**src/rtl/alu_pkg.sv**
```systemverilog
// Shared definitions for the sequential register-file ALU: opcodes,
// controller state encoding and flag bit positions.
package alu_pkg;

  localparam logic [3:0] OP_NOP  = 4'h0;
  localparam logic [3:0] OP_ADD  = 4'h1;
  localparam logic [3:0] OP_SUB  = 4'h2;
  localparam logic [3:0] OP_AND  = 4'h3;
  localparam logic [3:0] OP_OR   = 4'h4;
  localparam logic [3:0] OP_XOR  = 4'h5;
  localparam logic [3:0] OP_NOT  = 4'h6;
  localparam logic [3:0] OP_SHL  = 4'h7;
  localparam logic [3:0] OP_SHR  = 4'h8;
  localparam logic [3:0] OP_ASR  = 4'h9;
  localparam logic [3:0] OP_MUL  = 4'hA;
  localparam logic [3:0] OP_CLRF = 4'hB;

  typedef enum logic {
    ST_IDLE = 1'b0,
    ST_MUL  = 1'b1
  } state_t;

  localparam int FLAG_OV = 0;
  localparam int FLAG_Z  = 1;
  localparam int FLAG_N  = 2;
  localparam int NFLAGS  = 3;

endpackage

```
**src/rtl/alu_mul_iter.sv**
```systemverilog
// Iterative unsigned shift-add multiplier. One partial product per cycle,
// WIDTH cycles per multiply. 'done' and 'product' are combinational so the
// parent can write back the finished product on the edge that ends the
// final step, without an extra cycle.
module alu_mul_iter #(
  parameter int WIDTH = 16
) (
  input  logic                 CLK,
  input  logic                 RST,
  input  logic                 start,
  input  logic [WIDTH-1:0]     a,
  input  logic [WIDTH-1:0]     b,
  output logic                 busy,
  output logic                 done,
  output logic [2*WIDTH-1:0]   product
);

  localparam int SHW = $clog2(WIDTH);
  localparam logic [SHW-1:0] LAST_STEP = SHW'(WIDTH - 1);

  logic                 r_busy;
  logic [SHW-1:0]       r_cnt;
  logic [2*WIDTH-1:0]   r_acc;
  logic [2*WIDTH-1:0]   r_mcand;
  logic [WIDTH-1:0]     r_mplier;
  logic [2*WIDTH-1:0]   w_partial;
  logic [2*WIDTH-1:0]   w_accNext;

  assign w_partial = r_mplier[0] ? r_mcand : '0;
  assign w_accNext = r_acc + w_partial;

  // Latch operands on start, then add one shifted partial product per cycle.
  always_ff @(posedge CLK or posedge RST) begin
    if (RST) begin
      r_busy   <= 1'b0;
      r_cnt    <= '0;
      r_acc    <= '0;
      r_mcand  <= '0;
      r_mplier <= '0;
    end else if (start && !r_busy) begin
      r_busy   <= 1'b1;
      r_cnt    <= '0;
      r_acc    <= '0;
      r_mcand  <= {{WIDTH{1'b0}}, a};
      r_mplier <= b;
    end else if (r_busy) begin
      r_acc    <= w_accNext;
      r_mcand  <= {r_mcand[2*WIDTH-2:0], 1'b0};
      r_mplier <= {1'b0, r_mplier[WIDTH-1:1]};
      r_cnt    <= r_cnt + 1'b1;
      if (r_cnt == LAST_STEP) begin
        r_busy <= 1'b0;
      end
    end
  end

  assign busy    = r_busy;
  assign done    = r_busy && (r_cnt == LAST_STEP);
  assign product = w_accNext;

endmodule

```
**src/rtl/alu_seq.sv**
```systemverilog
// Register-file ALU with valid/ready issue, single-cycle arithmetic/logic
// ops, an iterative multiplier, sticky overflow and an external load/read
// port for the sequencer.
module alu_seq #(
  parameter int WIDTH = 16,
  parameter int NREGS = 8
) (
  input  logic                       CLK,
  input  logic                       RST,
  input  logic                       in_valid,
  output logic                       in_ready,
  input  logic [3:0]                 op,
  input  logic [$clog2(NREGS)-1:0]   aindex,
  input  logic [$clog2(NREGS)-1:0]   bindex,
  input  logic [$clog2(NREGS)-1:0]   yindex,
  input  logic [$clog2(WIDTH)-1:0]   shamt,
  output logic                       done,
  output logic [WIDTH-1:0]           result,
  output logic                       overflow,
  output logic                       zero,
  output logic                       negative,
  input  logic                       ext_we,
  input  logic [$clog2(NREGS)-1:0]   ext_windex,
  input  logic [WIDTH-1:0]           ext_wdata,
  input  logic [$clog2(NREGS)-1:0]   ext_rindex,
  output logic [WIDTH-1:0]           ext_rdata
);

  import alu_pkg::*;

  localparam int AW = $clog2(NREGS);

  state_t               r_state;
  state_t               w_stateNext;
  logic [WIDTH-1:0]     r_rf [NREGS];
  logic [WIDTH-1:0]     r_result;
  logic [NFLAGS-1:0]    r_flags;
  logic                 r_done;
  logic [AW-1:0]        r_mulY;

  logic                 w_accept;
  logic                 w_mulStart;
  logic                 w_mulBusy;
  logic                 w_mulDone;
  logic [2*WIDTH-1:0]   w_product;
  logic [WIDTH-1:0]     w_opA;
  logic [WIDTH-1:0]     w_opB;
  logic [WIDTH:0]       w_sum;
  logic [WIDTH:0]       w_diff;
  logic                 w_aluWe;
  logic [WIDTH-1:0]     w_aluData;
  logic                 w_aluOvSet;
  logic                 w_wbEn;
  logic [AW-1:0]        w_wbIdx;
  logic [WIDTH-1:0]     w_wbData;
  logic                 w_ovSet;
  logic                 w_ovClr;

  assign in_ready   = (r_state == ST_IDLE) && !w_mulBusy;
  assign w_accept   = in_valid && in_ready;
  assign w_mulStart = w_accept && (op == OP_MUL);

  assign w_opA  = r_rf[aindex];
  assign w_opB  = r_rf[bindex];
  assign w_sum  = {1'b0, w_opA} + {1'b0, w_opB};
  assign w_diff = {1'b0, w_opA} - {1'b0, w_opB};

  alu_mul_iter #(
    .WIDTH (WIDTH)
  ) u_mul (
    .CLK     (CLK),
    .RST     (RST),
    .start   (w_mulStart),
    .a       (w_opA),
    .b       (w_opB),
    .busy    (w_mulBusy),
    .done    (w_mulDone),
    .product (w_product)
  );

  // Single-cycle datapath: pick the write-back value and overflow cause for the opcode.
  always_comb begin
    w_aluWe    = 1'b0;
    w_aluData  = '0;
    w_aluOvSet = 1'b0;
    case (op)
      OP_ADD: begin
        w_aluWe    = 1'b1;
        w_aluData  = w_sum[WIDTH-1:0];
        w_aluOvSet = w_sum[WIDTH];
      end
      OP_SUB: begin
        w_aluWe    = 1'b1;
        w_aluData  = w_diff[WIDTH-1:0];
        w_aluOvSet = w_diff[WIDTH];
      end
      OP_AND: begin
        w_aluWe   = 1'b1;
        w_aluData = w_opA & w_opB;
      end
      OP_OR: begin
        w_aluWe   = 1'b1;
        w_aluData = w_opA | w_opB;
      end
      OP_XOR: begin
        w_aluWe   = 1'b1;
        w_aluData = w_opA ^ w_opB;
      end
      OP_NOT: begin
        w_aluWe   = 1'b1;
        w_aluData = ~w_opA;
      end
      OP_SHL: begin
        w_aluWe   = 1'b1;
        w_aluData = w_opA << shamt;
      end
      OP_SHR: begin
        w_aluWe   = 1'b1;
        w_aluData = w_opA >> shamt;
      end
      OP_ASR: begin
        w_aluWe   = 1'b1;
        w_aluData = $signed(w_opA) >>> shamt;
      end
      default: begin
        w_aluWe = 1'b0;
      end
    endcase
  end

  // Merge the single-cycle and multiplier write-back paths; they never coincide
  // because nothing is accepted while the multiplier is running.
  always_comb begin
    w_wbEn   = 1'b0;
    w_wbIdx  = yindex;
    w_wbData = w_aluData;
    w_ovSet  = 1'b0;
    w_ovClr  = 1'b0;
    if (w_mulDone) begin
      w_wbEn   = 1'b1;
      w_wbIdx  = r_mulY;
      w_wbData = w_product[WIDTH-1:0];
      w_ovSet  = |w_product[2*WIDTH-1:WIDTH];
    end else if (w_accept) begin
      w_wbEn  = w_aluWe;
      w_ovSet = w_aluOvSet;
      w_ovClr = (op == OP_CLRF);
    end
  end

  // Controller state register.
  always_ff @(posedge CLK or posedge RST) begin
    if (RST) begin
      r_state <= ST_IDLE;
    end else begin
      r_state <= w_stateNext;
    end
  end

  // Controller next state: stay in MUL until the multiplier retires.
  always_comb begin
    w_stateNext = r_state;
    case (r_state)
      ST_IDLE: if (w_mulStart) w_stateNext = ST_MUL;
      ST_MUL:  if (w_mulDone)  w_stateNext = ST_IDLE;
      default: w_stateNext = ST_IDLE;
    endcase
  end

  // Register file: external load first, so an ALU write to the same index overrides it.
  always_ff @(posedge CLK or posedge RST) begin
    if (RST) begin
      for (int i = 0; i < NREGS; i++) begin
        r_rf[i] <= '0;
      end
    end else begin
      if (ext_we) begin
        r_rf[ext_windex] <= ext_wdata;
      end
      if (w_wbEn) begin
        r_rf[w_wbIdx] <= w_wbData;
      end
    end
  end

  // Remember where the multiply result goes, since yindex may change meanwhile.
  always_ff @(posedge CLK or posedge RST) begin
    if (RST) begin
      r_mulY <= '0;
    end else if (w_mulStart) begin
      r_mulY <= yindex;
    end
  end

  // Result, zero/negative track the last write-back; overflow is sticky until CLRF.
  always_ff @(posedge CLK or posedge RST) begin
    if (RST) begin
      r_result <= '0;
      r_flags  <= '0;
    end else begin
      if (w_wbEn) begin
        r_result        <= w_wbData;
        r_flags[FLAG_Z] <= (w_wbData == '0);
        r_flags[FLAG_N] <= w_wbData[WIDTH-1];
      end
      if (w_ovClr) begin
        r_flags[FLAG_OV] <= 1'b0;
      end else if (w_ovSet) begin
        r_flags[FLAG_OV] <= 1'b1;
      end
    end
  end

  // Retire pulse: one cycle after a non-MUL accept or after the multiply write-back.
  always_ff @(posedge CLK or posedge RST) begin
    if (RST) begin
      r_done <= 1'b0;
    end else begin
      r_done <= (w_accept && (op != OP_MUL)) || w_mulDone;
    end
  end

  assign done      = r_done;
  assign result    = r_result;
  assign overflow  = r_flags[FLAG_OV];
  assign zero      = r_flags[FLAG_Z];
  assign negative  = r_flags[FLAG_N];
  assign ext_rdata = r_rf[ext_rindex];

endmodule

```
**config.mk**
```make
export PLATFORM = sky130hd
export DESIGN_NAME = alu_seq
export DESIGN_NICKNAME = d
export VERILOG_FILES = /design/src/rtl/alu_pkg.sv /design/src/rtl/alu_mul_iter.sv /design/src/rtl/alu_seq.sv
export SDC_FILE = /design/constraint.sdc
export NUM_CORES = 1
export LEC_CHECK = 0
export BUFFER_PORTS_ARGS = -buffer_cell sky130_fd_sc_hd__buf_4
export CAP_MARGIN = 10
export CORE_UTILIZATION = 60
export DETAILED_ROUTE_END_ITERATION = 10
export PLACE_DENSITY = 0.78
export SYNTH_ARGS = -nofsm -noshare
export SYNTH_HDL_FRONTEND = slang
export SYNTH_HIERARCHICAL = 1
export SYNTH_SLANG_ARGS = --single-unit
```
**constraint.sdc**
```tcl
create_clock -name CLK -period 12.85 [get_ports CLK]
set_input_delay 2.57 -clock CLK [delete_from_list [all_inputs] [get_ports CLK]]
set_output_delay 2.57 -clock CLK [all_outputs]
set_load 0.005 [all_outputs]
```
==> Word-level counts from Yosys, hierarchy flattened <==
Index checks and enable logic that the tools add are counted.
{ "totals": {"ff_bits": 237, "out_inout_bits": 37, "elab_cells": 116} }
{ "op_classes": {"addsub": 4, "order_cmp": 7, "eq_ne": 13, "n_shift": 3, "n_mux": 45, "bitwise_logic": 10, "reduce_logical": 15} }
{ "ops": {"columns": ["operator", "count"], "rows": [
  ["$bwmux 128", 2],
  ["$mux 128", 2],
  ["$mux 16", 11],
  ["$mux 32", 5],
  ["$bmux 16 s3", 3],
  ["$pmux 16 s9", 1],
  ["$demux 16 s3", 2],
  ["$add 32x32->32", 1],
  ["$eq 4x4->1 const B", 5],
  ["$ge 4x4->1 const B", 5],
  ["$not 3->4", 5],
  ["$add 16x16->17", 1],
  ["$sub 16x16->17", 1],
  ["$and 16x16->16", 1],
  ["$eq 4x3->1 const B", 4],
  ["$logic_not 16->1", 1],
  ["$not 16->16", 1],
  ["$or 16x16->16", 1],
  ["$reduce_or 16->1", 1],
  ["$shl 16x4->16", 1],
  ["$shr 16x4->16", 1],
  ["$sshr 16x4->16", 1],
  ["$xor 16x16->16", 1],
  ["$mux 1", 14],
  ["14 further kinds", 26]
]} }

==> Depth between registers and ports, before layout <==
Gate-level depths: netlist of the first run.
{ "logic_depth": {"ltp_word": 10, "depth_mapped": 19} }

==> Modules after synthesis <==
Netlist of the first run, hierarchy kept.
{ "by_module_without_submodules": {"columns": ["mod", "instances", "cells_per_inst", "area_each_um2"], "rows": [
  ["alu_seq", 1, 1571, 14486.4],
  ["alu_mul_iter", 1, 599, 5496.5]
]} }

==> Worst setup path after synthesis of the first run <==
OpenSTA, ideal clock, no wires.
{ "synth_timing": {"path_kind": "input-to-reg", "startpoint": "input bindex[0]", "endpoint": "register r_flags[1]", "arrival_time_ns": 6.925, "required_ns": 12.729, "slack_ns": 5.803, "path_stages": 18, "path_cell_list": "clkbuf_1 -> buf_1 -> mux4_2 -> mux2i_1 -> inv_1 -> ha_1 -> fa_1 -> a211oi_1 -> nor2_1 -> a21oi_1 -> nor2b_1 -> xnor2_1 -> a2111oi_0 -> a31oi_1 -> nand4b_1 -> and4bb_1 -> and4_1 -> a32o_2"} }
{ "synth_between": {"elab_chain_cells": 8, "word_cells_on_any_way": 12} }
{ "synth_rtl": {"columns": ["item", "line_no", "rtl"], "rows": [
  ["from (decl)", "alu_seq.sv:14", "input logic [$clog2(NREGS)-1:0] bindex,"],
  ["$not 3->4 (not written as such) (*)", "alu_seq.sv:64", "assign w_opB = r_rf[bindex];"],
  ["$bmux 16 s3 (*)", "alu_seq.sv:64", null],
  ["$mux 16 (not written as such) (*) (2 in series)", "alu_seq.sv:64", null],
  ["via w_opB[0]", "alu_seq.sv:47", "logic [WIDTH-1:0] w_opB;"],
  ["$sub 16x16->17 (tied with other cells)", "alu_seq.sv:66", "assign w_diff = {1'b0, w_opA} - {1'b0, w_opB};"],
  ["$pmux 16 s9 (*)", "alu_seq.sv:86", "case (op)"],
  ["$mux 16 (*)", "alu_seq.sv:139", "if (w_mulDone) begin"],
  ["$logic_not 16->1 (*)", "alu_seq.sv:203", "r_flags[FLAG_Z] <= (w_wbData == '0);"],
  ["to (signal, indexed assignment)", "alu_seq.sv:203", null],
  ["to (signal, indexed assignment)", "alu_seq.sv:204", "r_flags[FLAG_N] <= w_wbData[WIDTH-1];"],
  ["to (decl)", "alu_seq.sv:37", "logic [NFLAGS-1:0] r_flags;"]
]} }
Mark *: on every way through the listed nets, which the timed path passes. The rest lies on a longest branch. The select of a mux whose other input is x is not followed.
A chain may end at the register's enable or synchronous reset.

==> Worst setup path after layout of the first run <==
{ "layout_timing": {"startpoint": "input aindex[2]", "endpoint": "register r_flags[1]"} }
{ "layout_between": {"elab_chain_cells": 8, "word_cells_on_any_way": 16} }
{ "layout_rtl": {"columns": ["item", "line_no", "rtl"], "rows": [
  ["from (decl)", "alu_seq.sv:13", "input logic [$clog2(NREGS)-1:0] aindex,"],
  ["$not 3->4 (not written as such) (*)", "alu_seq.sv:63", "assign w_opA = r_rf[aindex];"],
  ["$bmux 16 s3 (*)", "alu_seq.sv:63", null],
  ["$mux 16 (not written as such) (*) (2 in series)", "alu_seq.sv:63", null],
  ["via w_opA[1]", "alu_seq.sv:46", "logic [WIDTH-1:0] w_opA;"],
  ["$sub 16x16->17 (tied with other cells)", "alu_seq.sv:66", null],
  ["$pmux 16 s9 (*)", "alu_seq.sv:86", null],
  ["$mux 16 (*)", "alu_seq.sv:139", null],
  ["$logic_not 16->1 (*)", "alu_seq.sv:203", null]
]} }
Marks and branches as above.

==> results of run 1 <==
[synthesized netlist by cell type, types with 24 or more instances]
cell type,n,area [um^2]
clkbuf_1,132,495
dfrtp_1,236,5910
mux2_2,104,1170
nor2_1,133,499
nor3_1,31,155
a21oi_1,138,691
a22oi_1,25,188
mux4_2,95,2140
nand2b_1,45,282
inv_1,54,203
and2_1,40,250
ha_1,80,1000
mux2i_1,134,1340
xnor2_1,24,210
o21ai_0,184,921
a21o_1,29,218
nand2_1,240,901
nor2b_1,24,150
a211oi_1,29,218
a22o_1,26,228
[stage by stage]
step	total power (uW)	instance area, um^2	utilization	hold WS, ns
finish	2860	21700	0.664	0.481
floorplan	1680	20000	-	0.440
detailed placement	2030	20800	0.637	0.461
global route	2980	21700	0.664	0.492
CTS	2830	21700	0.664	0.480
global placement	2010	20800	0.637	0.453
[cell usage in the layout (no fill, tap or decap), types with 8 or more instances in the layout]
| master | n |
|---|---|
| xor2_1 | 10 |
| inv_1 | 51 |
| a31oi_1 | 18 |
| mux4_2 | 95 |
| nand2_1 | 240 |
| or2_2 | 10 |
| nor2_1 | 131 |
| o221ai_1 | 8 |
| nand4_1 | 12 |
| a21oi_1 | 137 |
| a211oi_1 | 29 |
| and2_1 | 40 |
| clkbuf_16 | 28 |
| o211ai_1 | 17 |
| o2111ai_1 | 13 |
| dfrtp_1 | 235 |
| a22o_1 | 26 |
| ha_1 | 80 |
| mux2i_1 | 134 |
| buf_4 | 117 |
| nor3_1 | 28 |
| nand3_1 | 23 |
| a221oi_1 | 19 |
| nand2b_1 | 45 |
| o21a_1 | 8 |
| a22oi_1 | 25 |
| or3_1 | 8 |
| nor2b_1 | 23 |
| o21ai_0 | 184 |
| o22ai_1 | 14 |
| clkbuf_1 | 12 |
| xnor2_1 | 24 |
| mux2_2 | 104 |
| a21o_1 | 29 |
[worst max path at each step]
stage | from | to | slack, ns | cells past startpoint
floorplan | bindex[0] | r_flags[1]$_DFFE_PP0N_ | 5.80 | 18
global placement | aindex[2] | r_flags[1]$_DFFE_PP0N_ | 5.16 | 15
detailed placement | aindex[2] | r_flags[1]$_DFFE_PP0N_ | 5.14 | 15
CTS | aindex[2] | r_flags[1]$_DFFE_PP0N_ | 5.72 | 15
global route | aindex[2] | r_flags[1]$_DFFE_PP0N_ | 5.29 | 15
finish | aindex[2] | r_flags[1]$_DFFE_PP0N_ | 5.45 | 15
[cell type report]
| type | instances | area [um^2] |
|---|---|---|
| clock buffers | 43 | 787 |
| clock inverters | 6 | 110 |
| fillers | 2548 | 10900 |
| inverters | 62 | 239 |
| multi-input cells | 1697 | 13200 |
| flip-flops and latches | 236 | 5910 |
| well taps | 442 | 553 |
| repair buffers | 117 | 878 |
[flip-flops by register name (all words and copies together) (netlist names)]
signal	flops
u_mul/r_mplier	16
r_flags	2
u_mul/busy	1
r_mulY	3
done	1
u_mul/r_cnt	4
r_rf	128
r_state	1
u_mul/r_mcand	32
result	16
u_mul/r_acc	32
[routing by layer]
| metal | global-route usage | wire length [um] | up-vias |
|---|---|---|---|
| met5 | 0 | 0 | - |
| met3 | 0.0879 | 6770 | 300 |
| met2 | 0.675 | 33000 | 1138 |
| met1 | 0.517 | 26200 | 9023 |
| met4 | 0.239 | 4410 | 0 |
| li1 | - | - | 8023 |
[kinds of logic (layout without fill, tap and decap cells)]
| group | count (synthesis) | after routing | share of synthesized area |
|---|---|---|---|
| xor+xnor | 34 | 34 | 0.0149 |
| flops | 236 | 236 | 0.296 |
| fa+ha+maj | 83 | 83 | 0.0531 |
| compound gates | 619 | 619 | 0.202 |
| mux | 339 | 339 | 0.237 |
| simple gates | 622 | 622 | 0.150 |
| buf+inv | 237 | 228 | 0.0480 |
[tightest hold or removal path: stages (launching register included)]
cell	delay [ns]
dfrtp_1	0.34
nand2_1	0.05
nand2_1	0.06
[where the power goes]
part | internal, uW | switching, uW
Clock | 461 | 325
Combinational | 467 | 664
Sequential | 832 | 112
Total | 1760 | 1100
==> results.sh, run 1 <==
export IMPL_run_status="finished clean"
export IMPL_grt_overflow_total=0
export IMPL_vias=18500
export IMPL_fin_crit_ns=7.40
export IMPL_yosys_cell_types_count=100
export IMPL_clk_pin_slew_ns=0.06
export IMPL_drt_iter0_markers=2084
export IMPL_cts_tree="built"
export IMPL_die_x_um=184
export IMPL_dp_hpwl_mm=49.3
export IMPL_netlist_instances=2170
export IMPL_grt_pass1_vias=18000
export IMPL_drv_slew=0
export IMPL_setup_viol=0
export IMPL_ir_drop_mv=0.139
export IMPL_ff2ff_path_depth=19
export IMPL_power_density_nw_per_um2=132
export IMPL_setup_slack_ns=5.45
export IMPL_drc=0
export IMPL_crit_fanout=56
export IMPL_fin_setup_tns_ns=0
export IMPL_core_um2=32600
export IMPL_worst_r2r_endpoint="r_flags[1]$_DFFE_PP0N_"
export IMPL_dpl_worst_slack_ns=5.14
export IMPL_num_antenna_cells=0
export IMPL_cts_resized_gates=0
export IMPL_grt_max_degree=93
export IMPL_cts_buffers_inserted=28
export IMPL_rsz0062_at_grt="false"
export IMPL_whs_endpoint="r_mulY[0]$_DFFE_PP0P_"
export IMPL_ios=80
export IMPL_finalNetCount=2268
export IMPL_cts_setup_buffers=0
export IMPL_grt_pass1_wl_mm=107
export IMPL_syn_nets=2296
export IMPL_worst_path_max_delay_cell="a31oi_1"
export IMPL_drt_first_pass_iters=6
export IMPL_arrival_ns=7.88
export IMPL_cts_htree_levels=1
export IMPL_yosysSeqAreaShare=0.296
export IMPL_cts_sinks=236
export IMPL_hp_class="flip-flop to flip-flop"
export IMPL_ys_ff_latch=236
export IMPL_hold_buffers=0
export IMPL_synth_area_per_cell_um2=9.21
export IMPL_num_rows=66
export IMPL_drt_antenna_violating_nets=0
export IMPL_final_cell_count_no_fill=2603
export IMPL_place_inst=2554
export IMPL_regToRegStartpoint="u_mul/r_mplier[0]$_DFFE_PP0P_"
export IMPL_fin_worst_skew_ns=0.0364
export IMPL_clkLatencyLatePin_ns=0.59
export IMPL_die_area_um2=34000
export IMPL_vias_per_cell=7.10
export IMPL_syn_area_um2=20000
export IMPL_io_buffers=79
export IMPL_crit_family="compound AO/OA/AOI/OAI gates"
export IMPL_async_flop_share=1.00
export IMPL_power_leakage_uw=0.00918
export IMPL_synth_edff_count=0
export IMPL_path_common_cell="inv_1"
export IMPL_cap_violations=0
export IMPL_endpoint_kind="flip-flop"
export IMPL_cpPeakStageDelay_ns=0.85
export IMPL_required_ns=13.33
export IMPL_hold_depth=2
export IMPL_finalHoldViolCount=0
export IMPL_wirelength_mm=70.4
export IMPL_hold_start="r_mulY[0]$_DFFE_PP0P_"
export IMPL_path_class="input pin to flip-flop"
export IMPL_r2r_slack_ns=7.71
export IMPL_worst_pin_slew_ns=1.23
export IMPL_ys_flop_type="dfrtp_1"
export IMPL_grt_use_total=0.417
export IMPL_yosysWarningCount=6
export IMPL_max_slew_margin_rel=0.175
export IMPL_die_h_um=184
export IMPL_finalWeightedCongestion=1.03
export IMPL_antenna_found_initial=0
export IMPL_root_buffer="clkbuf_16"
export IMPL_clk_path_buf_depth=3
export IMPL_clock_fmax_ghz=0.135
export IMPL_initial_core_util=0.613
export IMPL_startpoint_type="input pin"
export IMPL_crit_chain="buf_4 -> mux2_2 -> mux4_2 -> inv_1 -> ha_1 -> a21oi_1 -> o2111ai_1 -> a21o_1 -> a221oi_1 -> o21ai_0 -> xnor2_1 -> a22oi_1 -> a31oi_1 -> inv_1 -> a32o_2"
export IMPL_area_delta_synth_final_pct=8.44
export IMPL_finalCritPeriodShare=0.576
export IMPL_drive_gt1_frac=0.191
export IMPL_wl_per_cell_um=27.0
export IMPL_cp_num_buf_inv=3
Power figures use the tool's default switching activity.
==> run 2: changes to the inputs <==
- clock period: 12.85 -> 7.2 ns (I/O delays scaled with it)
==> results.sh, run 2 (same netlist as run 1, synthesis figures left out) <==
export IMPL_path_class="input pin to flip-flop"
export IMPL_top_register="r_rf"
export IMPL_clkLatencyLatePin_ns=0.59
export IMPL_drt_antenna_violating_nets=0
export IMPL_io_buffers=79
export IMPL_worst_pin_slew_ns=1.20
export IMPL_met2_usage=0.688
export IMPL_final_cell_count_no_fill=2606
export IMPL_antenna_found_initial=0
export IMPL_startpoint_type="input pin"
export IMPL_arrival_ns=6.41
export IMPL_cts_buffers_inserted=28
export IMPL_largest_register_ffs=128
export IMPL_die_area_um2=34000
export IMPL_top_regs="r_rf x128, u_mul/r_acc x32, u_mul/r_mcand x32"
export IMPL_clk_pin_slew_ns=0.06
export IMPL_cap_violations=0
export IMPL_finalWeightedCongestion=1.08
export IMPL_drive_gt1_frac=0.195
export IMPL_drv_slew=0
export IMPL_final_common_cell="nand2_1"
export IMPL_drt_iter0_markers=2437
export IMPL_die_h_um=184
export IMPL_wl_per_cell_um=28.2
export IMPL_dpl_cell_area_um2=20800
export IMPL_path_common_cell="buf_4"
export IMPL_grt_use_total=0.435
export IMPL_run_status="finished clean"
export IMPL_cts_sinks=236
export IMPL_clk_path_buf_depth=3
export IMPL_crit_chain="buf_4 -> buf_4 -> mux2i_1 -> nand2_1 -> nand3_1 -> clkinv_1 -> ha_1 -> o311a_1 -> o221ai_1 -> a21oi_1 -> o22ai_1 -> nor4_1 -> o31ai_1 -> a31o_2 -> and4_1 -> a32o_2"
export IMPL_fin_setup_tns_ns=0
export IMPL_cts_htree_levels=1
export IMPL_wirelength_mm=73.4
export IMPL_grt_pass1_vias=18200
export IMPL_fin_crit_ns=5.90
export IMPL_place_inst=2554
export IMPL_num_rows=66
export IMPL_crit_fanout=33
export IMPL_grt_max_degree=98
export IMPL_vias_per_cell=7.15
export IMPL_clock_fmax_ghz=0.170
export IMPL_area_delta_synth_final_pct=8.65
export IMPL_finalNetCount=2269
export IMPL_final_cell_area_um2=21700
export IMPL_cts_resized_gates=0
export IMPL_hold_buffers=0
export IMPL_cpPeakStageDelay_ns=0.52
export IMPL_met3_usage=0.0990
export IMPL_power_uw=5160
export IMPL_die_x_um=184
export IMPL_power_density_nw_per_um2=237
export IMPL_cts_tree="built"
export IMPL_finalHoldViolCount=0
export IMPL_required_ns=7.72
export IMPL_max_slew_margin_rel=0.198
export IMPL_core_um2=32600
export IMPL_worst_path_max_delay_cell="buf_4"
export IMPL_finalCritPeriodShare=0.819
export IMPL_num_antenna_cells=0
export IMPL_drc=0
export IMPL_ios=80
export IMPL_fin_worst_skew_ns=0.0263
export IMPL_vias=18600
export IMPL_endpoint_kind="flip-flop"
export IMPL_power_leakage_uw=0.00922
export IMPL_root_buffer="clkbuf_16"
export IMPL_dp_hpwl_mm=51.6
export IMPL_grt_pass1_wl_mm=111
export IMPL_ir_drop_mv=0.203
export IMPL_initial_core_util=0.613
export IMPL_final_cell_mix="240 x nand2_1, 235 x dfrtp_1, 184 x o21ai_0"
export IMPL_drt_first_pass_iters=6
export IMPL_globalRoute_busiestLayer="met2"
export IMPL_cts_setup_buffers=0
export IMPL_use_met1=0.534
export IMPL_hp_class="flip-flop to flip-flop"
export IMPL_grt_overflow_total=0
export IMPL_setup_viol=0
export IMPL_rsz0062_at_grt="false"
[run 2: power breakdown]
group          switching, uW  total (uW)  internal, uW
Clock                    599        1420           824
Combinational           1200        2040           841
Sequential               202        1690          1490
[run 2: stage by stage]
step | utilization | worst slack, ns | hold slack [ns]
finish | 0.666 | 1.30 | 0.486
global route | 0.666 | 1.04 | 0.508
CTS | 0.665 | 1.53 | 0.490
detailed placement | 0.637 | 0.962 | 0.477
global placement | 0.637 | 1.01 | 0.455
floorplan | - | 1.28 | 0.440
[run 2: critical path: cells and delay by family]
kind / cells / cell delay, ns
AO/OA/AOI/OAI: 7 / 2.44
adder cells (fa/ha/maj): 1 / 0.32
buffers and inverters: 3 / 1.13
multiplexers: 1 / 0.26
AND/OR/NAND/NOR: 4 / 0.77
[run 2: area by class of cell]
| cell class | count | area, um^2 |
|---|---|---|
| tap | 442 | 553 |
| clock inverter | 11 | 110 |
| timing repair buffer | 118 | 886 |
| sequential | 236 | 5910 |
| multi-input combinational | 1697 | 13200 |
| fill | 2610 | 10900 |
| inverter | 62 | 239 |
| clock buffer | 40 | 816 |
[run 2: per-layer routing]
metal | vias up | routed length [um]
li1 | 8018 | -
met4 | 0 | 5160
met5 | - | 0
met3 | 313 | 7680
met2 | 1244 | 33700
met1 | 9069 | 26800
[run 2: final timing paths]
check,start,to,slack [ns],cells past startpoint
worst max-delay path,aindex[2],r_flags[1]$_DFFE_PP0N_,1.30,16
worst min-delay path,result[4]$_DFFE_PP0N_,result[4]$_DFFE_PP0N_,0.49,2
worst max register to register,u_mul/r_mplier[0]$_DFFE_PP0P_,r_flags[1]$_DFFE_PP0N_,2.15,18
worst min register to register,result[4]$_DFFE_PP0N_,result[4]$_DFFE_PP0N_,0.49,2
max in group asynchronous,RST,result[10]$_DFFE_PP0N_,4.75,3
min in group asynchronous,RST,u_mul/r_acc[0]$_DFFE_PP0P_,0.94,2
